<file path="src/rtl/rrq_wrr.sv">
// Weighted round-robin read-request arbiter: picks one non-empty, enabled app queue,
// strobes read_queue with app_id, then waits for read_done or a watchdog expiry.
module rrq_wrr #(
  parameter int TOTAL_APPS     = 8,
  parameter int APP_ID_WIDTH   = 3,
  parameter int WEIGHT_WIDTH   = 4,
  parameter int MODE           = 0,
  parameter int TIMEOUT_CYCLES = 1024
) (
  input  logic                                 clk,
  input  logic                                 rstn,
  input  logic [TOTAL_APPS-1:0]                app_enable,
  input  logic [TOTAL_APPS*WEIGHT_WIDTH-1:0]   app_weight,
  input  logic [TOTAL_APPS-1:0]                data_queue_empty,
  input  logic                                 read_done,
  output logic                                 read_queue,
  output logic [APP_ID_WIDTH-1:0]              app_id,
  output logic                                 busy,
  output logic                                 timeout_err
);

  // A zero timeout still needs a legal one-bit counter even though it never fires.
  localparam int CNT_W = (TIMEOUT_CYCLES == 0) ? 1 : $clog2(TIMEOUT_CYCLES + 1);
  localparam logic [CNT_W-1:0] WD_LAST =
    CNT_W'((TIMEOUT_CYCLES == 0) ? 0 : TIMEOUT_CYCLES - 1);
  localparam logic [APP_ID_WIDTH-1:0] LAST_APP = APP_ID_WIDTH'(TOTAL_APPS - 1);

  typedef enum logic {
    ST_IDLE,
    ST_WAIT
  } state_t;

  state_t                    state_q, state_d;
  logic [APP_ID_WIDTH-1:0]   holder_q, holder_d;
  logic [WEIGHT_WIDTH-1:0]   credit_q, credit_d;
  logic [CNT_W-1:0]          wd_q, wd_d;
  logic [APP_ID_WIDTH-1:0]   app_id_q, app_id_d;
  logic                      read_queue_q, read_queue_d;
  logic                      busy_q, busy_d;
  logic                      timeout_err_q, timeout_err_d;

  logic [TOTAL_APPS-1:0]     req;
  logic [WEIGHT_WIDTH-1:0]   weight [TOTAL_APPS];
  logic [APP_ID_WIDTH-1:0]   sel;
  logic [APP_ID_WIDTH-1:0]   cand;
  logic                      found;
  logic [APP_ID_WIDTH-1:0]   sel_holder;
  logic [WEIGHT_WIDTH-1:0]   sel_credit;

  assign req = ~data_queue_empty & app_enable;

  always_comb begin
    for (int i = 0; i < TOTAL_APPS; i++) begin
      weight[i] = app_weight[i*WEIGHT_WIDTH +: WEIGHT_WIDTH];
    end
  end

  // Explicit wrap keeps the rotation correct for non-power-of-two app counts.
  function automatic logic [APP_ID_WIDTH-1:0] next_idx(input logic [APP_ID_WIDTH-1:0] i);
    return (i == LAST_APP) ? '0 : i + 1'b1;
  endfunction

  always_comb begin
    sel        = '0;
    sel_holder = holder_q;
    sel_credit = credit_q;
    found      = 1'b0;
    cand       = holder_q;
    if (MODE == 1) begin
      for (int i = TOTAL_APPS - 1; i >= 0; i--) begin
        if (req[i]) sel = APP_ID_WIDTH'(i);
      end
    end else if (req[holder_q] && (credit_q != '0)) begin
      sel        = holder_q;
      sel_credit = credit_q - 1'b1;
    end else begin
      // The holder is the final candidate, so a lone requester keeps winning.
      for (int k = 0; k < TOTAL_APPS; k++) begin
        cand = next_idx(cand);
        if (!found && req[cand]) begin
          found = 1'b1;
          sel   = cand;
        end
      end
      sel_holder = sel;
      sel_credit = (weight[sel] == '0) ? '0 : weight[sel] - 1'b1;
    end
  end

  always_comb begin
    state_d       = state_q;
    holder_d      = holder_q;
    credit_d      = credit_q;
    wd_d          = wd_q;
    app_id_d      = app_id_q;
    read_queue_d  = 1'b0;
    busy_d        = busy_q;
    timeout_err_d = 1'b0;
    case (state_q)
      ST_IDLE: begin
        if (|req) begin
          state_d      = ST_WAIT;
          app_id_d     = sel;
          read_queue_d = 1'b1;
          busy_d       = 1'b1;
          wd_d         = '0;
          if (MODE == 0) begin
            holder_d = sel_holder;
            credit_d = sel_credit;
          end
        end
      end
      ST_WAIT: begin
        // A completion on the expiry cycle takes precedence over the watchdog.
        if (read_done) begin
          state_d = ST_IDLE;
          busy_d  = 1'b0;
        end else if ((TIMEOUT_CYCLES != 0) && (wd_q == WD_LAST)) begin
          state_d       = ST_IDLE;
          busy_d        = 1'b0;
          timeout_err_d = 1'b1;
          credit_d      = '0;
        end else if (TIMEOUT_CYCLES != 0) begin
          wd_d = wd_q + 1'b1;
        end
      end
      default: begin
        state_d = ST_IDLE;
        busy_d  = 1'b0;
      end
    endcase
  end

  always_ff @(posedge clk or negedge rstn) begin
    if (!rstn) begin
      state_q       <= ST_IDLE;
      holder_q      <= LAST_APP;
      credit_q      <= '0;
      wd_q          <= '0;
      app_id_q      <= '0;
      read_queue_q  <= 1'b0;
      busy_q        <= 1'b0;
      timeout_err_q <= 1'b0;
    end else begin
      state_q       <= state_d;
      holder_q      <= holder_d;
      credit_q      <= credit_d;
      wd_q          <= wd_d;
      app_id_q      <= app_id_d;
      read_queue_q  <= read_queue_d;
      busy_q        <= busy_d;
      timeout_err_q <= timeout_err_d;
    end
  end

  assign read_queue  = read_queue_q;
  assign app_id      = app_id_q;
  assign busy        = busy_q;
  assign timeout_err = timeout_err_q;

endmodule

</file>
<file path="config.mk">
export PLATFORM = sky130hd
export DESIGN_NAME = rrq_wrr
export DESIGN_NICKNAME = d
export VERILOG_FILES = /design/src/rtl/rrq_wrr.sv
export SDC_FILE = /design/constraint.sdc
export NUM_CORES = 1
export LEC_CHECK = 0
export ABC_AREA = 1
export BUFFER_PORTS_ARGS = -buffer_cell sky130_fd_sc_hd__buf_2
export CORE_UTILIZATION = 30
export CTS_CLUSTER_DIAMETER = 50
export DETAILED_ROUTE_END_ITERATION = 16
export GPL_TIMING_DRIVEN = 0
export RECOVER_POWER = 50
export SYNTH_ARGS = -nofsm -noshare
export SYNTH_HDL_FRONTEND = slang
export SYNTH_SLANG_ARGS = --single-unit
</file>
<file path="constraint.sdc">
create_clock -name clk -period 7.85 [get_ports clk]
set_input_delay 1.1775 -clock clk [delete_from_list [all_inputs] [get_ports clk]]
set_output_delay 1.1775 -clock clk [all_outputs]
set_load 0.02 [all_outputs]
</file>
Yosys cells after proc, flatten, opt, wreduce, memory -nomap -nowiden --
Cells that the tools add are included.
Operators by class: add/subtract/negate cells 11, order comparisons 10, equality and inequality tests 14, mux-type cells 75, bitwise operators 4, reduce and logical (&&, ||, !) cells 22
Operators by type and width (count):
- $mux 3 | 18
- $lt 3x4->1 const B | 9
- $mux 1 | 33
- $mux 11 | 3
- $mux 4 | 7
- $bmux 1 s3 | 9
- $add 3x1->3 const B | 8
- $eq 3x3->1 const B | 8
- $pmux 11 s2 | 1
- $bmux 4 s3 | 1
- $add 11x1->11 const B | 1
- $eq 11x10->1 const B | 1
- $and 8x8->8 | 1
- $logic_and 1x1->1 | 8
- $not 8->8 | 1
- $pmux 4 s2 | 1
- $reduce_or 8->1 | 1
- $sub 4x1->4 const B | 2
- $logic_not 1->1 | 7
- $ne 2x2->1 const B | 3
- $reduce_and 3->1 | 2
- $ge 4x4->1 const B | 1
- $logic_not 4->1 | 1
- $not 3->4 | 1
- other kinds (6) | 8
Word-level totals: flip-flop bits (word level) 25, output and inout bits 6

Longest topological paths before layout --
word-level depth 43, mapped depth 33, mapped depth without buffers 32

Worst setup path after synthesis --
OpenSTA, ideal clock, no wires.
kind reg-to-reg, start point reg holder_q[0], end point reg credit_q[1], arrival 3.671 ns, required time 7.729 ns, path slack 4.058 ns, cell stages (with the launch flop) 29, buffers on the path 2, clock period less this slack 3.792 ns, path through dfstp_2 > ha_1 > ha_1 > nor2_2 > buf_6 > ha_1 > inv_2 > nand2_1 > nand2_1 > nand2_1 > nand2_1 > nand2_1 > nand2_2 > a21oi_1 > o21ai_1 > nand2_1 > clkinv_1 > nand3_4 > buf_2 > nand3b_1 > nand3_1 > nand3_1 > nand2_2 > ha_1 > nand2_1 > nor2_1 > nor2_1 > o21bai_1 > nand2_1
Between the ends: cells in the longest elaborated chain, start to end 43, elaborated cells on any way between the ends 90, classes of those cells 9 x add/sub; 8 x eq/ne; 56 x mux; 1 x bitwise; 16 x reduce/logical
Ends and longest elaborated chain:
- start: declaration | RTL line 34 | logic [APP_ID_WIDTH-1:0] holder_q, holder_d;
- start signal: assignment | RTL line 146 | holder_q <= holder_d;
- parallel branches: the longest is 40 deep, another holds $add 3x1->3
- $mux 4 (*) | RTL line 73 | end else if (req[holder_q] && (credit_q != '0)) begin
- $mux 4 (*) | RTL line 101 | if (|req) begin
- $pmux 4 s2 (*) | RTL line 99 | case (state_q)
- end signal: assignment | RTL line 147 | credit_q <= credit_d;
- end: declaration | RTL line 35 | logic [WEIGHT_WIDTH-1:0] credit_q, credit_d;
Every way passes the cells marked *. The select of a mux whose other input is x is not followed. A chain may end at the register's enable or synchronous reset.

Worst setup path after layout --
Ends and elaborated chain as after synthesis.

==> results.sh <==
export IMPL_status="finished, final reports clean"
export IMPL_yosys_top_cells_area="nand2_1 26%, dfrtp_1 20%, nand3_1 12%"
export IMPL_ys_async_sr_fraction=1.00
export IMPL_port_buffers=56
export IMPL_areaGrowthSynthToFinish_pct=16.2
export IMPL_setup_violations=0
export IMPL_place_area_um2=3230
export IMPL_gr_usage_met2=0.258
export IMPL_syn_area_um2=2810
export IMPL_place_detailed_hpwl_mm=6.09
export IMPL_die_height_um=98.8
export IMPL_yosysWarnings=0
export IMPL_synth_edf_count=0
export IMPL_yosys_register_bits=25
export IMPL_rsz0062_at_grt="no"
export IMPL_grt_max_degree=26
export IMPL_grt_pass1_wl_mm=13.2
export IMPL_fmax_mhz=220
export IMPL_grt_use_met1=0.234
export IMPL_clk_pin_slew_ns=0.08
export IMPL_hold_path_class="reg2reg"
export IMPL_ant_nets=0
export IMPL_clockRootBuffer="clkbuf_8"
export IMPL_clock_latency_ns=0.26
export IMPL_antenna_found_initial=0
export IMPL_numCtsBuffers=3
export IMPL_use_met3=0.0177
export IMPL_slew_viol_final=0
export IMPL_crit_slowest_cell="dfstp_2"
export IMPL_syn_nets=543
export IMPL_avgRoutedWirePerCell_um=11.6
export IMPL_final_core_util=0.368
export IMPL_grt_ovfl_total=0
export IMPL_drv_cap=0
export IMPL_ys_types=40
export IMPL_fin_area_um2=3270
export IMPL_path_class="reg2reg"
export IMPL_yosys_most_used_dff="dfrtp_1"
export IMPL_drive_above_1_share=0.170
export IMPL_reg2reg_slack_ns=3.31
export IMPL_ctsResizeCount=0
export IMPL_yosysSeqAreaShare=0.224
export IMPL_startpoint_type="register"
export IMPL_track_usage=0.161
export IMPL_busiest_layer="met2"
export IMPL_routabilityCongestion=0.894
export IMPL_core_area_um2=8890
export IMPL_path_common_cell="nand2_1"
export IMPL_htreeDepth=1
export IMPL_post_route_drc_count=0
export IMPL_path_max_fanout=11
export IMPL_syn_inst=482
export IMPL_cts_setup_buffers=0
export IMPL_tritoncts="yes"
export IMPL_period_needed_ns=4.54
export IMPL_yosysTopAreaCell="nand2_1"
export IMPL_cpPeakStageDelay_ns=0.60
export IMPL_tightest_slew_ns=1.34
export IMPL_fin_worst_skew_ns=0.00185
export IMPL_antenna_cells=0
export IMPL_synth_top_area_frac=0.260
export IMPL_rows=34
export IMPL_yosysMostFrequentCell="nand2_1"
export IMPL_required_ns=8.01
export IMPL_routed_wl_mm=7.51
export IMPL_initial_core_util=0.316
export IMPL_viasPerCell=4.87
export IMPL_fin_setup_tns_ns=0
export IMPL_ios=57
export IMPL_grt_pass1_vias=2938
export IMPL_cts_hold_buffers=0
export IMPL_synth_common_cells="195 x nand2_1, 67 x nand3_1, 49 x inv_1, 35 x nor2_1, 22 x dfrtp_1"
export IMPL_crit_path_end_kind="register"
export IMPL_syn_area_per_cell_um2=5.84
export IMPL_dieArea_um2=9770
export IMPL_drtIter0Drc=220
export IMPL_vias=3165
export IMPL_clock_sinks=25
export IMPL_period_share=0.578
export IMPL_firstDrtPassIters=4
export IMPL_max_slew_margin_rel=0.107
export IMPL_fin_nets=604
export IMPL_hold_viol_final=0
export IMPL_cts_buffer_depth=2
export IMPL_cp_arrival_ns=4.70
export IMPL_die_w_um=98.8
placed cells by master (no fill, tap or decap), types with 2 or more instances in the layout:
master and n:
nand3_4 2, nand2_1 195, o21ai_1 5, nor2_2 3
dfrtp_1 22, nand2_2 8, clkbuf_1 7, xor2_1 2
dfstp_2 3, o21ai_0 18, nand3_1 67, inv_1 49
buf_6 2, inv_2 6, nor3b_1 2, nor4_1 3
clkbuf_8 3, nor3_1 3, nand3_2 3, nand3b_1 4
nor2_1 35, nand2_4 2, o211ai_1 3, ha_1 10
o21bai_1 2, nand4_1 3, buf_2 54, a21oi_1 13
final timing paths:
check,startpoint,end,depth (start not counted)
max in group asynchronous,rstn,app_id[0],1
min in group asynchronous,rstn,read_queue,1
hold reg to reg,wd_q[10],timeout_err,1
setup / recovery,holder_q[0],credit_q[1],28
hold / removal,wd_q[10],timeout_err,1
setup reg to reg,holder_q[0],credit_q[1],28
kinds of logic (layout without fill, tap and decap cells):
group           after synthesis  count (layout)  synth area share
buf+inv                      64             124            0.0965
simple gates                335             335             0.537
flops                        25              25             0.224
compound gates               46              46            0.0921
fa+ha+maj                    10              10            0.0445
xor+xnor                      2               2           0.00623
per-stage QoR:
| stage | hold slack, ns | instances | setup slack, ns |
|---|---|---|---|
| floorplan | 0.428 | 482 | 4.06 |
| global placement | 0.475 | 646 | 3.35 |
| global route | 0.530 | 650 | 2.80 |
| detailed placement | 0.481 | 646 | 3.35 |
| finish | 0.502 | 650 | 3.31 |
| CTS | 0.497 | 650 | 3.32 |
cell type report:
type                       instances  area, um^2
inverter                          56         210
tap                              108         135
fill                             990        5620
timing repair buffer              56         277
buffer                             8        61.3
sequential                        25         629
multi-input combinational        393        1910
clock buffer                       4        45.0
critical path, delay by kind of cell (launching register included):
family	cells	cell delay (ns)
flip-flops	1	0.60
AND/OR/NAND/NOR	17	1.80
AO/OA/AOI/OAI	3	0.39
adder cells (fa/ha/maj)	4	1.03
buffers and inverters	4	0.63
state kept, by name, indices dropped and copies added (netlist names):
signal,cells
wd_q,11
busy,1
read_queue,1
timeout_err,1
holder_q,3
app_id,3
credit_q,4
state_q,1
layer usage:
metal | vias up | share of wire
met3 | 4 | 0.058
li1 | 1672 | -
met4 | 0 | 0.0041
met1 | 1403 | 0.52
met5 | - | 0
met2 | 86 | 0.42
Power is not shown: default switching activity piles up to over one toggle a cycle in this logic, so the estimate is an artifact.
